### src/rtl/baud_nco_if.sv
// Bus bundle for baud_nco: run/config controls in, tick and status outputs back.
// The master drives controls and config; the slave (the NCO) returns ticks and status.
interface baud_nco_if #(
    parameter int ACC_W        = 24,
    parameter int OVS_MAX_LOG2 = 4
);
    logic                    en;
    logic                    cfg_valid;
    logic                    cfg_ready;
    logic [ACC_W-1:0]        cfg_inc;
    logic [2:0]              cfg_ovs_log2;
    logic                    resync;
    logic                    tick_os;
    logic                    mid_tick;
    logic                    baud_tick;
    logic [OVS_MAX_LOG2-1:0] os_phase;
    logic [ACC_W-1:0]        active_inc;

    modport master (
        output en, cfg_valid, cfg_inc, cfg_ovs_log2, resync,
        input  cfg_ready, tick_os, mid_tick, baud_tick, os_phase, active_inc
    );

    modport slave (
        input  en, cfg_valid, cfg_inc, cfg_ovs_log2, resync,
        output cfg_ready, tick_os, mid_tick, baud_tick, os_phase, active_inc
    );
endinterface

### src/rtl/baud_nco.sv
// Fractional baud NCO with 4/8/16x oversampling and bit-boundary reprogramming.
// Optional feature macro: BAUD_NCO_RESYNC_EN enables the resync phase-realign input.
module baud_nco #(
    parameter int               ACC_W        = 24,
    parameter logic [ACC_W-1:0] RESET_INC    = ACC_W'(309237),
    parameter int               OVS_MAX_LOG2 = 4,
    parameter int               OVS_RST_LOG2 = 4
) (
    input  logic       clk,
    input  logic       reset,
    baud_nco_if.slave  bus
);

    typedef enum logic {
        SLOT_FREE,
        SLOT_PENDING
    } slotState_e;

    slotState_e              slot_q, slot_d;
    logic                    cfgReady_q, cfgReady_d;
    logic [ACC_W-1:0]        acc_q, acc_d;
    logic [ACC_W-1:0]        activeInc_q, activeInc_d;
    logic [ACC_W-1:0]        pendInc_q, pendInc_d;
    logic [2:0]              ovs_q, ovs_d;
    logic [2:0]              pendOvs_q, pendOvs_d;
    logic [OVS_MAX_LOG2-1:0] osPhase_q, osPhase_d;
    logic                    tickOs_q, tickOs_d;
    logic                    midTick_q, midTick_d;
    logic                    baudTick_q, baudTick_d;

    logic [ACC_W:0]          sum;
    logic                    carry;
    logic                    lastPhase;
    logic                    applyCfg;
    logic                    resyncHit;
    logic [2:0]              ovsClamped;
    logic [OVS_MAX_LOG2:0]   ovsOneHot;
    logic [OVS_MAX_LOG2-1:0] lastIdx;
    logic [OVS_MAX_LOG2-1:0] midIdx;

`ifdef BAUD_NCO_RESYNC_EN
    assign resyncHit = bus.resync;
`else
    logic unusedResync;
    assign unusedResync = bus.resync;
    assign resyncHit    = 1'b0;
`endif

    always_comb begin
        sum        = {1'b0, acc_q} + {1'b0, activeInc_q};
        carry      = bus.en && sum[ACC_W];
        ovsOneHot  = (OVS_MAX_LOG2+1)'(1) << ovs_q;
        lastIdx    = OVS_MAX_LOG2'(ovsOneHot - 1'b1);
        midIdx     = OVS_MAX_LOG2'((ovsOneHot >> 1) - 1'b1);
        // >= keeps the phase wrapping if a smaller ratio lands mid-bit while disabled
        lastPhase  = (osPhase_q >= lastIdx);
        applyCfg   = (slot_q == SLOT_PENDING) && !resyncHit &&
                     (!bus.en || (carry && lastPhase));

        if (bus.cfg_ovs_log2 < 3'd2)
            ovsClamped = 3'd2;
        else if (bus.cfg_ovs_log2 > 3'(OVS_MAX_LOG2))
            ovsClamped = 3'(OVS_MAX_LOG2);
        else
            ovsClamped = bus.cfg_ovs_log2;

        acc_d       = acc_q;
        osPhase_d   = osPhase_q;
        tickOs_d    = 1'b0;
        midTick_d   = 1'b0;
        baudTick_d  = 1'b0;
        slot_d      = slot_q;
        cfgReady_d  = cfgReady_q;
        activeInc_d = activeInc_q;
        ovs_d       = ovs_q;
        pendInc_d   = pendInc_q;
        pendOvs_d   = pendOvs_q;

        if (bus.en)
            acc_d = sum[ACC_W-1:0];

        if (carry) begin
            tickOs_d   = 1'b1;
            baudTick_d = lastPhase;
            midTick_d  = (osPhase_q == midIdx);
            osPhase_d  = lastPhase ? '0 : osPhase_q + 1'b1;
        end

        // The accumulator is kept across a config change so the phase never jumps
        if (applyCfg) begin
            activeInc_d = pendInc_q;
            ovs_d       = pendOvs_q;
            slot_d      = SLOT_FREE;
            cfgReady_d  = 1'b1;
        end else if (bus.cfg_valid && cfgReady_q) begin
            pendInc_d   = bus.cfg_inc;
            pendOvs_d   = ovsClamped;
            slot_d      = SLOT_PENDING;
            cfgReady_d  = 1'b0;
        end

        if (resyncHit) begin
            acc_d      = '0;
            osPhase_d  = '0;
            tickOs_d   = 1'b0;
            midTick_d  = 1'b0;
            baudTick_d = 1'b0;
        end
    end

    always_ff @(posedge clk or posedge reset) begin
        if (reset) begin
            slot_q      <= SLOT_FREE;
            cfgReady_q  <= 1'b1;
            acc_q       <= '0;
            activeInc_q <= RESET_INC;
            pendInc_q   <= '0;
            ovs_q       <= 3'(OVS_RST_LOG2);
            pendOvs_q   <= 3'(OVS_RST_LOG2);
            osPhase_q   <= '0;
            tickOs_q    <= 1'b0;
            midTick_q   <= 1'b0;
            baudTick_q  <= 1'b0;
        end else begin
            slot_q      <= slot_d;
            cfgReady_q  <= cfgReady_d;
            acc_q       <= acc_d;
            activeInc_q <= activeInc_d;
            pendInc_q   <= pendInc_d;
            ovs_q       <= ovs_d;
            pendOvs_q   <= pendOvs_d;
            osPhase_q   <= osPhase_d;
            tickOs_q    <= tickOs_d;
            midTick_q   <= midTick_d;
            baudTick_q  <= baudTick_d;
        end
    end

    assign bus.cfg_ready  = cfgReady_q;
    assign bus.tick_os    = tickOs_q;
    assign bus.mid_tick   = midTick_q;
    assign bus.baud_tick  = baudTick_q;
    assign bus.os_phase   = osPhase_q;
    assign bus.active_inc = activeInc_q;

endmodule

### src/flat_wrapper.sv
// flat-port wrapper written by rule: the top's interface ports become plain ports
module baud_nco_flat 
#(
    parameter int               ACC_W        = 24,
    parameter logic [ACC_W-1:0] RESET_INC    = ACC_W'(309237),
    parameter int               OVS_MAX_LOG2 = 4,
    parameter int               OVS_RST_LOG2 = 4
)
  (clk, reset, bus_en, bus_cfg_valid, bus_cfg_inc, bus_cfg_ovs_log2, bus_resync, bus_cfg_ready, bus_tick_os, bus_mid_tick, bus_baud_tick, bus_os_phase, bus_active_inc);
  baud_nco_if #(.ACC_W(ACC_W), .OVS_MAX_LOG2(OVS_MAX_LOG2)) bus_i ();
  input  logic clk;
  input  logic reset;
  input wire logic [$bits(bus_i.en)-1:0] bus_en;
  input wire logic [$bits(bus_i.cfg_valid)-1:0] bus_cfg_valid;
  input wire logic [$bits(bus_i.cfg_inc)-1:0] bus_cfg_inc;
  input wire logic [$bits(bus_i.cfg_ovs_log2)-1:0] bus_cfg_ovs_log2;
  input wire logic [$bits(bus_i.resync)-1:0] bus_resync;
  output wire logic [$bits(bus_i.cfg_ready)-1:0] bus_cfg_ready;
  output wire logic [$bits(bus_i.tick_os)-1:0] bus_tick_os;
  output wire logic [$bits(bus_i.mid_tick)-1:0] bus_mid_tick;
  output wire logic [$bits(bus_i.baud_tick)-1:0] bus_baud_tick;
  output wire logic [$bits(bus_i.os_phase)-1:0] bus_os_phase;
  output wire logic [$bits(bus_i.active_inc)-1:0] bus_active_inc;
  assign bus_i.en = bus_en;
  assign bus_i.cfg_valid = bus_cfg_valid;
  assign bus_i.cfg_inc = bus_cfg_inc;
  assign bus_i.cfg_ovs_log2 = bus_cfg_ovs_log2;
  assign bus_i.resync = bus_resync;
  assign bus_cfg_ready = bus_i.cfg_ready;
  assign bus_tick_os = bus_i.tick_os;
  assign bus_mid_tick = bus_i.mid_tick;
  assign bus_baud_tick = bus_i.baud_tick;
  assign bus_os_phase = bus_i.os_phase;
  assign bus_active_inc = bus_i.active_inc;
  baud_nco #(.ACC_W(ACC_W), .RESET_INC(RESET_INC), .OVS_MAX_LOG2(OVS_MAX_LOG2), .OVS_RST_LOG2(OVS_RST_LOG2)) u_core (.clk(clk), .reset(reset), .bus(bus_i));
endmodule
### config.mk
export PLATFORM = sky130hd
export DESIGN_NAME = baud_nco_flat
export DESIGN_NICKNAME = d
export VERILOG_FILES = /design/src/rtl/baud_nco_if.sv /design/src/rtl/baud_nco.sv /design/src/flat_wrapper.sv
export SDC_FILE = /design/constraint.sdc
export NUM_CORES = 1
export LEC_CHECK = 0
export CORE_ASPECT_RATIO = 0.5
export CORE_MARGIN = 1
export CORE_UTILIZATION = 48
export CTS_BUF_LIST = sky130_fd_sc_hd__clkbuf_8
export DETAILED_ROUTE_END_ITERATION = 8
export PLACE_DENSITY = 0.75
export SKIP_LAST_GASP = 1
export SYNTH_ARGS = -nofsm -noshare
export SYNTH_HDL_FRONTEND = slang
export SYNTH_SLANG_ARGS = --single-unit
### constraint.sdc
create_clock -name clk -period 9.34 [get_ports clk]
set_clock_uncertainty 0.2 [all_clocks]
set_input_delay 2.802 -clock clk [delete_from_list [all_inputs] [get_ports clk]]
set_output_delay 2.802 -clock clk [all_outputs]
set_load 0.01 [all_outputs]
==> results.md <==
| Result | This run | Unit |
| --- | --- | --- |
| Cell type contributing the most total cell area after synthesis | sky130_fd_sc_hd__dfrtp_1 | - |
| Count of cells resized by post-cts repair | 0 | - |
| Skew-Pair Late Insertion Delay | 360 | ps |
| Per-cell via count in the routed design | 5.51 | - |
| Chip Width | 144 | µm |
| Maximum resistive drop on vdd | 66.7 | µV |
| Fraction of registers with async set or reset after synthesis | 100 | % |
| Per-instance average area after synthesis | 11.3 | µm² |
| Cell internal pwr | 0.561 | mW |
| FF+latch count, synth | 87 | - |
| DR iter-0 viols | 174 | - |
| Instance area at placement | 5560 | µm² |
| Required time at the worst-slack endpoint | 9380 | ps |
| Upper clock frequency limit | 179 | MHz |
| Minimum clock period after layout | 5590 | ps |
| Slew Limit Headroom | 31.3 | % |
| Largest cells by area after synthesis | sky130_fd_sc_hd__dfrtp_1, sky130_fd_sc_hd__mux2_2, sky130_fd_sc_hd__dfstp_2 | - |
| Total clock buffers created by CTS | 9 | - |
| CTS root buf | sky130_fd_sc_hd__clkbuf_8 | - |
| Net count after synthesis | 489 | - |
| Most common library cell in the layout ignoring fill and taps | sky130_fd_sc_hd__dfrtp_1 | - |
| Floorplan die area | 10500 | µm² |
| Fraction of power consumed by combinational cells | 6.9 | % |
| Sequential element share of the synthesized area | 45.6 | % |
| RSZ-0062 raised after global routing | false | - |
| Share of Yosys cell area claimed by the top area cell type | 36.8 | % |
| TritonRoute pass-1 iters | 4 | - |
| Number of antenna violations at the first check in global routing | 0 | - |
| Setup crit end kind | flop | - |
| Total routed wirelength | 9.51 | mm |
| Run status | finished clean | - |
| Antenna-violating nets left | 0 | - |
| Switching portion of total power | 22.4 | % |
| Count of vias placed by the detailed router | 3465 | - |
| Sequential share of power | 53.4 | % |
| Hold Vio Cnt, Final | 0 | - |
| H-tree depth reported by CTS | 3 | - |
| Hold buffer count at CTS | 0 | - |
| Highest fanout seen on the critical path | 36 | - |
| Row count | 25 | - |
| Final layout net count | 552 | - |
| Via count of the first global-routing pass | 3334 | - |
| Primary FF master, synth | sky130_fd_sc_hd__dfrtp_1 | - |
| Number of sinks driven by the clock tree | 87 | - |
| Number of buffers inserted by port buffering | 62 | - |
| Sum of net half-perimeters after detailed placement | 6.72 | mm |
| Yosys warnings | 0 | - |
| Initial Util | 50.2 | % |
| Area inside the core boundary | 9600 | µm² |
| Tightest Pin Transition | 1010 | ps |
| Layout area overhead | 19.7 | % |
| WS Path Type | in2reg | - |
| Overflow left after global routing | 0 | - |
| Total negative slack for setup checks | 0 | ps |
| Critical path launch point type | input port | - |
| Top library cells by usage in the layout, fill and taps aside | sky130_fd_sc_hd__dfrtp_1, sky130_fd_sc_hd__clkdlybuf4s50_1, sky130_fd_sc_hd__mux2_2, sky130_fd_sc_hd__ha_1, sky130_fd_sc_hd__a21oi_1 | - |
| Share of cells above drive strength 1 | 21.7 | % |
| First-pass GRT wire length | 16.2 | mm |
| Maximum capacitance violations | 0 | - |
| DRC Markers | 0 | - |
| Chip Height | 72.9 | µm |
| Area of the mapped netlist | 4820 | µm² |
| Clock-pin slew on the worst setup and hold paths | 80 | ps |
| Average wire per standard cell | 15.1 | µm |
| Number of different library cells in the post-synthesis netlist | 56 | - |
| Number of synthesized flops with an enable pin | 0 | - |
| WP data arrival | 5630 | ps |
| Portion of total power attributed to the clock network | 39.7 | % |
| Instance count of the mapped netlist | 426 | - |
| Cell area after layout | 5770 | µm² |
| Power dissipated by switching net loads | 0.162 | mW |
| Total leakage power | 2.78 | nW |
| Placer Congestion | 0.823 | - |
| I/O pin count | 64 | - |
| All-Layer GR Usage | 20.2 | % |
| Post-CTS setup buffer count | 0 | - |
| Maximum count of clock buffers along a single path | 2 | - |
| Number of setup violations in the final report | 0 | - |
| Worst Hold Class | reg2reg | - |
| Final Max Tran Viols | 0 | - |
| TritonCTS clock tree | yes | - |
| Final clock period utilization by the worst path | 59.8 | % |
| ANT cells | 0 | - |
| Cell Pwr Density | 125 | nW/µm² |
| Maximum number of pins on one net before global-route repair | 74 | - |
==> synthesized netlist by cell type (2+ instances only) <==
master,instances
sky130_fd_sc_hd__dfrtp_1,71
sky130_fd_sc_hd__mux2_2,57
sky130_fd_sc_hd__ha_1,30
sky130_fd_sc_hd__a21oi_1,29
sky130_fd_sc_hd__nand2_1,27
sky130_fd_sc_hd__nor2_1,22
sky130_fd_sc_hd__a21o_1,19
sky130_fd_sc_hd__dfstp_2,16
sky130_fd_sc_hd__nand3_1,14
sky130_fd_sc_hd__inv_1,12
sky130_fd_sc_hd__o21ai_0,11
sky130_fd_sc_hd__xnor2_1,11
sky130_fd_sc_hd__mux2_4,8
sky130_fd_sc_hd__clkbuf_1,7
sky130_fd_sc_hd__xor2_1,7
sky130_fd_sc_hd__a211oi_1,6
sky130_fd_sc_hd__and3_1,5
sky130_fd_sc_hd__nand4_1,5
sky130_fd_sc_hd__o31ai_1,5
sky130_fd_sc_hd__nand2b_1,4
sky130_fd_sc_hd__nor3_1,4
sky130_fd_sc_hd__o21a_1,4
sky130_fd_sc_hd__or3_1,4
sky130_fd_sc_hd__buf_6,3
sky130_fd_sc_hd__o311ai_0,3
sky130_fd_sc_hd__a2111oi_0,2
sky130_fd_sc_hd__a211o_1,2
sky130_fd_sc_hd__a31o_2,2
sky130_fd_sc_hd__a31oi_1,2
sky130_fd_sc_hd__buf_2,2
sky130_fd_sc_hd__buf_4,2
sky130_fd_sc_hd__nor2b_1,2
sky130_fd_sc_hd__nor4_1,2
sky130_fd_sc_hd__o211ai_1,2
sky130_fd_sc_hd__o21bai_1,2
sky130_fd_sc_hd__o2bb2ai_1,2
==> power groups by stage <==
stage,Clock [mW],Combinational [mW],Sequential (mW)
after global placement,0,0.0495,0.393
after global routing,0.312,0.0562,0.387
final,0.287,0.0496,0.387
after detailed placement,0,0.0505,0.394
after CTS,0.295,0.0503,0.387
after floorplan,0,0.0304,0.393
==> through the flow <==
| step | cells | hold slack, ps | setup WS [ps] | power [mW] | util, % |
|---|---|---|---|---|---|
| 2_1_floorplan | 426 | 256 | 4110 | 0.423 | - |
| 3_3_place_gp | 613 | 272 | 3380 | 0.443 | 57.9 |
| 3_5_place_dp | 613 | 274 | 3310 | 0.444 | 57.9 |
| 4_1_cts | 629 | 294 | 3710 | 0.732 | 60.1 |
| 5_1_grt | 629 | 314 | 3510 | 0.755 | 60.1 |
| 6_report | 629 | 292 | 3750 | 0.723 | 60.1 |
==> critical path, cell delays in order <==
cell and delay [ps]:
sky130_fd_sc_hd__clkdlybuf4s50_1 450, sky130_fd_sc_hd__buf_4 370, sky130_fd_sc_hd__inv_1 420, sky130_fd_sc_hd__nor2_1 250, sky130_fd_sc_hd__o211ai_1 130, sky130_fd_sc_hd__nand2_1 440
sky130_fd_sc_hd__buf_4 370, sky130_fd_sc_hd__mux2_2 370
==> flip-flops by register name, summed over array words and instances, names as in the netlist, 3 cells and up <==
register and flops:
u_core.bus.active_inc 24, u_core.pendOvs_q 3, u_core.acc_q 24, u_core.pendInc_q 24
u_core.ovs_q 3, u_core.bus.os_phase 4
==> cell families (layout without fill, tap and decap cells) <==
family,Yosys count,after routing,share of synthesized area (%)
AOI/OAI and AO/OA,101,101,14.3
xor gates and xnor gates,18,18,3.27
adders and majority gates,31,31,8.20
buffers and inverters,26,94,2.70
DFF,87,87,45.6
muxes,66,66,16.0
and+or+nand+nor,97,97,9.94
==> cell type report <==
cell class                      count  area [µm²]
Timing Repair Buffer               66         651
Tap cell                          135         169
Clock buffer                       10         138
Multi-Input combinational cell    313        2490
Fill cell                         806        3830
Inverter                           12        46.3
Clock inverter                      6        77.6
Sequential cell                    87        2200
==> per-layer routing <==
layer | routed length, µm | global-route usage (%) | vias to the layer above | share of wire [%]
met3 | 445 | 5.12 | 6 | 4.7
met1 | 4670 | 28.2 | 1678 | 49
met2 | 4310 | 31.3 | 82 | 45
met5 | 0 | 0 | - | 0
li1 | - | - | 1699 | -
met4 | 78 | 5.67 | 0 | 0.82
==> path summary, 6_finish.rpt <==
| kind | start | to | slack [ps] | cells past startpoint |
|---|---|---|---|---|
| max in group asynchronous | reset | u_core.pendInc_q[8] | 5280 | 3 |
| worst max register to register | u_core.bus.active_inc[0] | u_core.pendInc_q[6] | 5610 | 10 |
| worst max-delay path | bus_en | u_core.pendInc_q[6] | 3750 | 8 |
| worst min register to register | u_core.acc_q[6] | u_core.acc_q[6] | 290 | 2 |
| min in group asynchronous | reset | u_core.bus.baud_tick | 2470 | 2 |
| worst min-delay path | u_core.acc_q[6] | u_core.acc_q[6] | 290 | 2 |
(Power assumes the default switching activity.)
